$ cat src/rtl/rr_mux_arbiter.sv
// rr_mux_arbiter: round-robin owner arbitration for one shared 4:1 datapath mux.
//
// Four requesters (CPU, GPIO, FACT, spare) compete for the mux. The winner
// owns the mux until it drops its request, or until it has held the mux for
// MAX_HOLD cycles while someone else is waiting. Between any two owners there
// is exactly one turnaround cycle with no grant, so the mux select never moves
// under an active owner.
//
// Ports
//   clk      in   system clock, rising edge
//   rst_n    in   asynchronous active-low reset
//   req      in   [3:0] per-requester request, held for the whole transaction
//   gnt      out  [3:0] registered one-hot grant, zero when no owner
//   sel      out  [1:0] registered mux select, changes only when a new owner starts
//   busy     out  high while any grant bit is set
//   timeout  out  one-cycle pulse when the owner is cut off by the hold limit

// Per-requester priority lane: this requester wins if it is requesting and
// no requester closer to the rotating pointer is requesting.
module rr_mux_arbiter_lane #(
  parameter int NUM_LANES = 4,
  parameter int PTR_W     = 2,
  parameter int IDX       = 0
) (
  input  logic [NUM_LANES-1:0] req,
  input  logic [PTR_W-1:0]     ptr,
  output logic                 win
);
  logic [PTR_W-1:0] dist_self;

  // Distance from the pointer, wrapping naturally in PTR_W bits.
  assign dist_self = PTR_W'(IDX) - ptr;

  always_comb begin
    logic [PTR_W-1:0] dist_other;
    win = req[IDX];
    for (int j = 0; j < NUM_LANES; j++) begin
      dist_other = PTR_W'(j) - ptr;
      if (req[j] && (dist_other < dist_self)) win = 1'b0;
    end
  end
endmodule

module rr_mux_arbiter #(
  parameter int MAX_HOLD = 16,
  parameter int CNT_W    = 8
) (
  input  logic       clk,
  input  logic       rst_n,
  input  logic [3:0] req,
  output logic [3:0] gnt,
  output logic [1:0] sel,
  output logic       busy,
  output logic       timeout
);
  localparam int NUM_LANES = 4;
  localparam int PTR_W     = 2;

  localparam bit               LIMIT_EN = (MAX_HOLD != 0);
  localparam logic [CNT_W-1:0] HOLD_LIM = CNT_W'(MAX_HOLD);
  // With the limit disabled the counter just parks at all-ones.
  localparam logic [CNT_W-1:0] CNT_SAT  = LIMIT_EN ? HOLD_LIM : {CNT_W{1'b1}};

  typedef enum logic [1:0] {
    S_IDLE = 2'd0,
    S_OWN  = 2'd1,
    S_GAP  = 2'd2
  } state_e;

  state_e                 state_q, state_d;
  logic [NUM_LANES-1:0]   gnt_q,   gnt_d;
  logic [PTR_W-1:0]       sel_q,   sel_d;
  logic [PTR_W-1:0]       ptr_q,   ptr_d;
  logic [CNT_W-1:0]       cnt_q,   cnt_d;
  logic                   timeout_q, timeout_d;

  logic [NUM_LANES-1:0]   win;
  logic [PTR_W-1:0]       win_idx;

  // Rotating-priority scan, one lane per requester.
  for (genvar i = 0; i < NUM_LANES; i++) begin : g_lane
    rr_mux_arbiter_lane #(
      .NUM_LANES (NUM_LANES),
      .PTR_W     (PTR_W),
      .IDX       (i)
    ) u_lane (
      .req (req),
      .ptr (ptr_q),
      .win (win[i])
    );
  end

  // win is one-hot or zero, so a simple priority encode is exact.
  always_comb begin
    win_idx = '0;
    for (int i = 0; i < NUM_LANES; i++) begin
      if (win[i]) win_idx = PTR_W'(i);
    end
  end

  always_comb begin
    state_d   = state_q;
    gnt_d     = gnt_q;
    sel_d     = sel_q;
    ptr_d     = ptr_q;
    cnt_d     = cnt_q;
    timeout_d = 1'b0;
    case (state_q)
      S_IDLE, S_GAP: begin
        gnt_d   = '0;
        state_d = S_IDLE;
        if (|req) begin
          state_d = S_OWN;
          gnt_d   = win;
          sel_d   = win_idx;
          cnt_d   = CNT_W'(1);
        end
      end
      S_OWN: begin
        if (!req[sel_q]) begin
          // Release wins over a coincident limit hit: no timeout pulse.
          state_d = S_GAP;
          gnt_d   = '0;
          ptr_d   = sel_q + PTR_W'(1);
          cnt_d   = '0;
        end else if (LIMIT_EN && (cnt_q == HOLD_LIM) && (|(req & ~gnt_q))) begin
          state_d   = S_GAP;
          gnt_d     = '0;
          ptr_d     = sel_q + PTR_W'(1);
          cnt_d     = '0;
          timeout_d = 1'b1;
        end else if (cnt_q != CNT_SAT) begin
          cnt_d = cnt_q + CNT_W'(1);
        end
      end
      default: begin
        state_d = S_IDLE;
        gnt_d   = '0;
      end
    endcase
  end

  always_ff @(posedge clk or negedge rst_n) begin
    if (!rst_n) begin
      state_q   <= S_IDLE;
      gnt_q     <= '0;
      sel_q     <= '0;
      ptr_q     <= '0;
      cnt_q     <= '0;
      timeout_q <= 1'b0;
    end else begin
      state_q   <= state_d;
      gnt_q     <= gnt_d;
      sel_q     <= sel_d;
      ptr_q     <= ptr_d;
      cnt_q     <= cnt_d;
      timeout_q <= timeout_d;
    end
  end

  assign gnt     = gnt_q;
  assign sel     = sel_q;
  assign busy    = |gnt_q;
  assign timeout = timeout_q;
endmodule

$ cat config.mk
export PLATFORM = sky130hd
export DESIGN_NAME = rr_mux_arbiter
export DESIGN_NICKNAME = d
export VERILOG_FILES = /design/src/rtl/rr_mux_arbiter.sv
export SDC_FILE = /design/constraint.sdc
export NUM_CORES = 1
export LEC_CHECK = 0
export ABC_AREA = 1
export CAP_MARGIN = 40
export CORE_MARGIN = 1.5
export CORE_UTILIZATION = 45
export CTS_CLUSTER_DIAMETER = 100
export DETAILED_ROUTE_END_ITERATION = 7
export GPL_TIMING_DRIVEN = 0
export PLACE_DENSITY = 0.66
export SLEW_MARGIN = 30
export SYNTH_ARGS = -nofsm -noshare
export SYNTH_HDL_FRONTEND = slang
export SYNTH_SLANG_ARGS = --single-unit
$ cat constraint.sdc
create_clock -name clk -period 1.6 [get_ports clk]
set_input_delay 0.24 -clock clk [delete_from_list [all_inputs] [get_ports clk]]
set_output_delay 0.24 -clock clk [all_outputs]
set_load 0.02 [all_outputs]
==> impl_results.md <==
* Max cap viols at 0
* # setup viols final at 0
* Met1 usage in global routing at 24.5%
* Top post-synthesis cells by area: dfrtp_1, nand2_1, inv_1
* Cts bufs inserted at 3
* Most numerous cell in the Yosys netlist: nand2_1
* Initial antenna violation count at 0
* CP max stage delay at just over 600 ps
* Maximum VDD drop at 0.925 mV
* Sink Count at 19
* Worst path required time at about 1400 ps
* Biggest area consumer among synthesized cells: dfrtp_1
* Hold crit path type: input pin to asynchronous set/reset pin
* Psw at ~1.1 mW
* Crit path cell chain: clkdlybuf4s50_1
* Final Cycle Share at a little over nine tenths
* Rel. slew slack at around two thirds
* DP Worst Slack at -64.2 ps
* GR Overflow Total at 0
* Clock Path Buffers at 2
* RSZ-0062 raised after global routing: false
* Initial core utilization at around 46%
* GRT busiest layer: met2
* Period minus WS final at 1530 ps
* Layout Cells excl Fill at ~220
* CP delay by family, top: buffers and inverters
* Drt drc at 0
* Detailed Place HPWL at ~2000 um
* Ys flop type: dfrtp_1
* Sw Share at 47.3%
* Synth top area share at 37.7%
* Mapped Nets at approximately 180
* Synth cell count leaders: nand2_1, inv_1, dfrtp_1, nand3_1, nor2_1
* Clock skew at approximately 6.6 ps
* WL final at around 2600 um
* Register area share after synthesis at approximately 38%
* Avg Cell Area, Syn at between 7 and 8 um^2
* Share of cells above drive strength 1 at about 17%
* CTS tree: built
* Setup TNS at 0 ps
* Fin area at 1500 um^2
* Leak at 0.788 nW
* Core area at 2710 um^2
* Critical path class: flop to output port
* Pint at 1.21 mW
* Routed Antenna Nets at 0
* Power density cells at about 1500 nW/um^2
* Via density at 5.04
* Port Buf Inserts at 13
* Post-Syn Area at between 1000 and 1500 um^2
* Final Util at a little under three fifths
* Post-DP Area at between 1000 and 1500 um^2
* PnR worst setup slack at 72.6 ps
* Die X at 55.9 um
* First-pass GRT wire length at about 4500 um
* Global-route usage over all layers at 18.0%
* Final Max Slew Viols at 0
* Hold violation total from the final report at 0
* Ant diodes at 0
* Syn-to-layout area delta at 18.9%
* WP data arrival at approximately 1300 ps
* Largest net degree at the start of global routing at 11
* Peak Freq at approximately 650 MHz
* Synth Instances at 164
* Cell at the slowest stage of the critical path: clkdlybuf4s50_1
* Outcome: complete, no violations
* Die area at ~3100 um^2
* Worst-path fanout max at 2
* WP buf/inv at 1
* Actual slew at the worst max-slew pin at roughly 470 ps
* Flop pwr share at roughly 33%
* WL per Instance at around 12 um
* Post-synth EDFFs at 0
* H-Tree Depth at 1
* FF+latch count, synth at 19
* Comb pwr share at between 50% and 60%
* Warnings from Yosys at 0
* Ys async rst share at 100%
* Worst skew pair latency at 300 ps
* Die height at 55.9 um
* Clock power share at around 11%
* Grt met2 use at slightly below 30%
* Initial DRC count at 42
* Crit end category: output port
* Routability cong. at a little under 0.9
* Placed Cells at roughly 210
* Vias in the first global route at 1,025
* Number of iterations in the first detailed-routing pass at 4
* Startpoint class of the critical path: flop
* Detailed-route via count at around 1,100
* Nets at just under 200
* Yosys cell types at 28
* Clock root buffer: clkbuf_4
* Clock slew at reported path FFs at 110 ps
* Met3 global-route usage at under 10%
* IO Pins at 14
* Rows at 19
worst paths after layout:
path                       slack (ps)  cells past startpoint                    to                 start
max in group asynchronous         880                      2  cnt_q[1]$_DFFE_PN0P_                 rst_n
max                                70                      1                gnt[1]    gnt[1]$_DFFE_PN0P_
min reg2reg                       550                      2  cnt_q[6]$_DFFE_PN0P_  cnt_q[6]$_DFFE_PN0P_
min in group clk                  550                      2  cnt_q[6]$_DFFE_PN0P_  cnt_q[6]$_DFFE_PN0P_
max reg2reg                       120                     11  cnt_q[3]$_DFFE_PN0P_  cnt_q[0]$_DFFE_PN0P_
min                               250                      1    gnt[2]$_DFFE_PN0P_                 rst_n
power groups by stage:
| stage | sequential (mW) | clock (mW) | combinational, mW |
|---|---|---|---|
| finish | 0.743 | 0.247 | 1.30 |
| global route | 0.766 | 0.279 | 1.42 |
| CTS | 0.746 | 0.261 | 1.24 |
| detailed placement | 0.759 | 0 | 1.26 |
| global placement | 0.748 | 0 | 1.24 |
| floorplan | 0.804 | 0 | 0.830 |
final cells by class:
type | count | area [um^2]
plain buffers | 2 | 22.5
clock buffers | 4 | 26.3
fillers | 260 | 1210
inverters | 29 | 111
multi-input cells | 114 | 653
flip-flops and latches | 19 | 478
well taps | 31 | 38.8
repair buffers | 18 | 168
state kept, by name, indices dropped and copies added (netlist names):
register / count
timeout: 1
state_q: 2
sel: 2
gnt: 4
cnt_q: 8
ptr_q: 2
kinds of logic after synthesis:
family                     share of synthesized area (%)
adders and majority gates                           5.96
and+or+nand+nor                                     34.9
DFF                                                 37.7
xor gates and xnor gates                            2.78
AOI/OAI and AO/OA                                   8.04
buffers and inverters                               10.6
cell usage in the layout (no fill, tap or decap), types with 2 or more instances in the layout:
cell type and n:
dfrtp_2 2, nand2_1 50, xor2_1 2, inv_1 23, o21ai_1 2, nor2_1 9
clkdlybuf4s50_1 10, a21oi_1 4, buf_4 4, ha_1 6, dlygate4sd2_1 3, nand2_4 2
nand2_2 3, nand4_1 4, xnor2_1 2, inv_2 5, nand3_2 3, dfrtp_1 17
clkbuf_4 3, o2111ai_1 4, nand3_1 10, buf_6 3, o21ai_0 4
metrics by stage:
stage          hold WS, ps  power, mW
2_1_floorplan        -55.6       1.63
3_3_place_gp           525       1.98
3_5_place_dp           522       2.02
4_1_cts                258       2.25
5_1_grt                259       2.46
6_report               247       2.29
routing by layer:
metal | up-vias | part of all wire [%]
li1 | 565 | -
met5 | - | 0
met4 | 0 | 1.2
met2 | 28 | 45
met3 | 4 | 3.7
met1 | 497 | 50
timing repair:
item                       CTS  global route
gates resized for setup      3             4
pin swaps                    0             3
buffers inserted             0             4
setup endpoints to repair    3            10
hold buffers                 0             0
No activity file was read; power rests on OpenSTA's default activity.
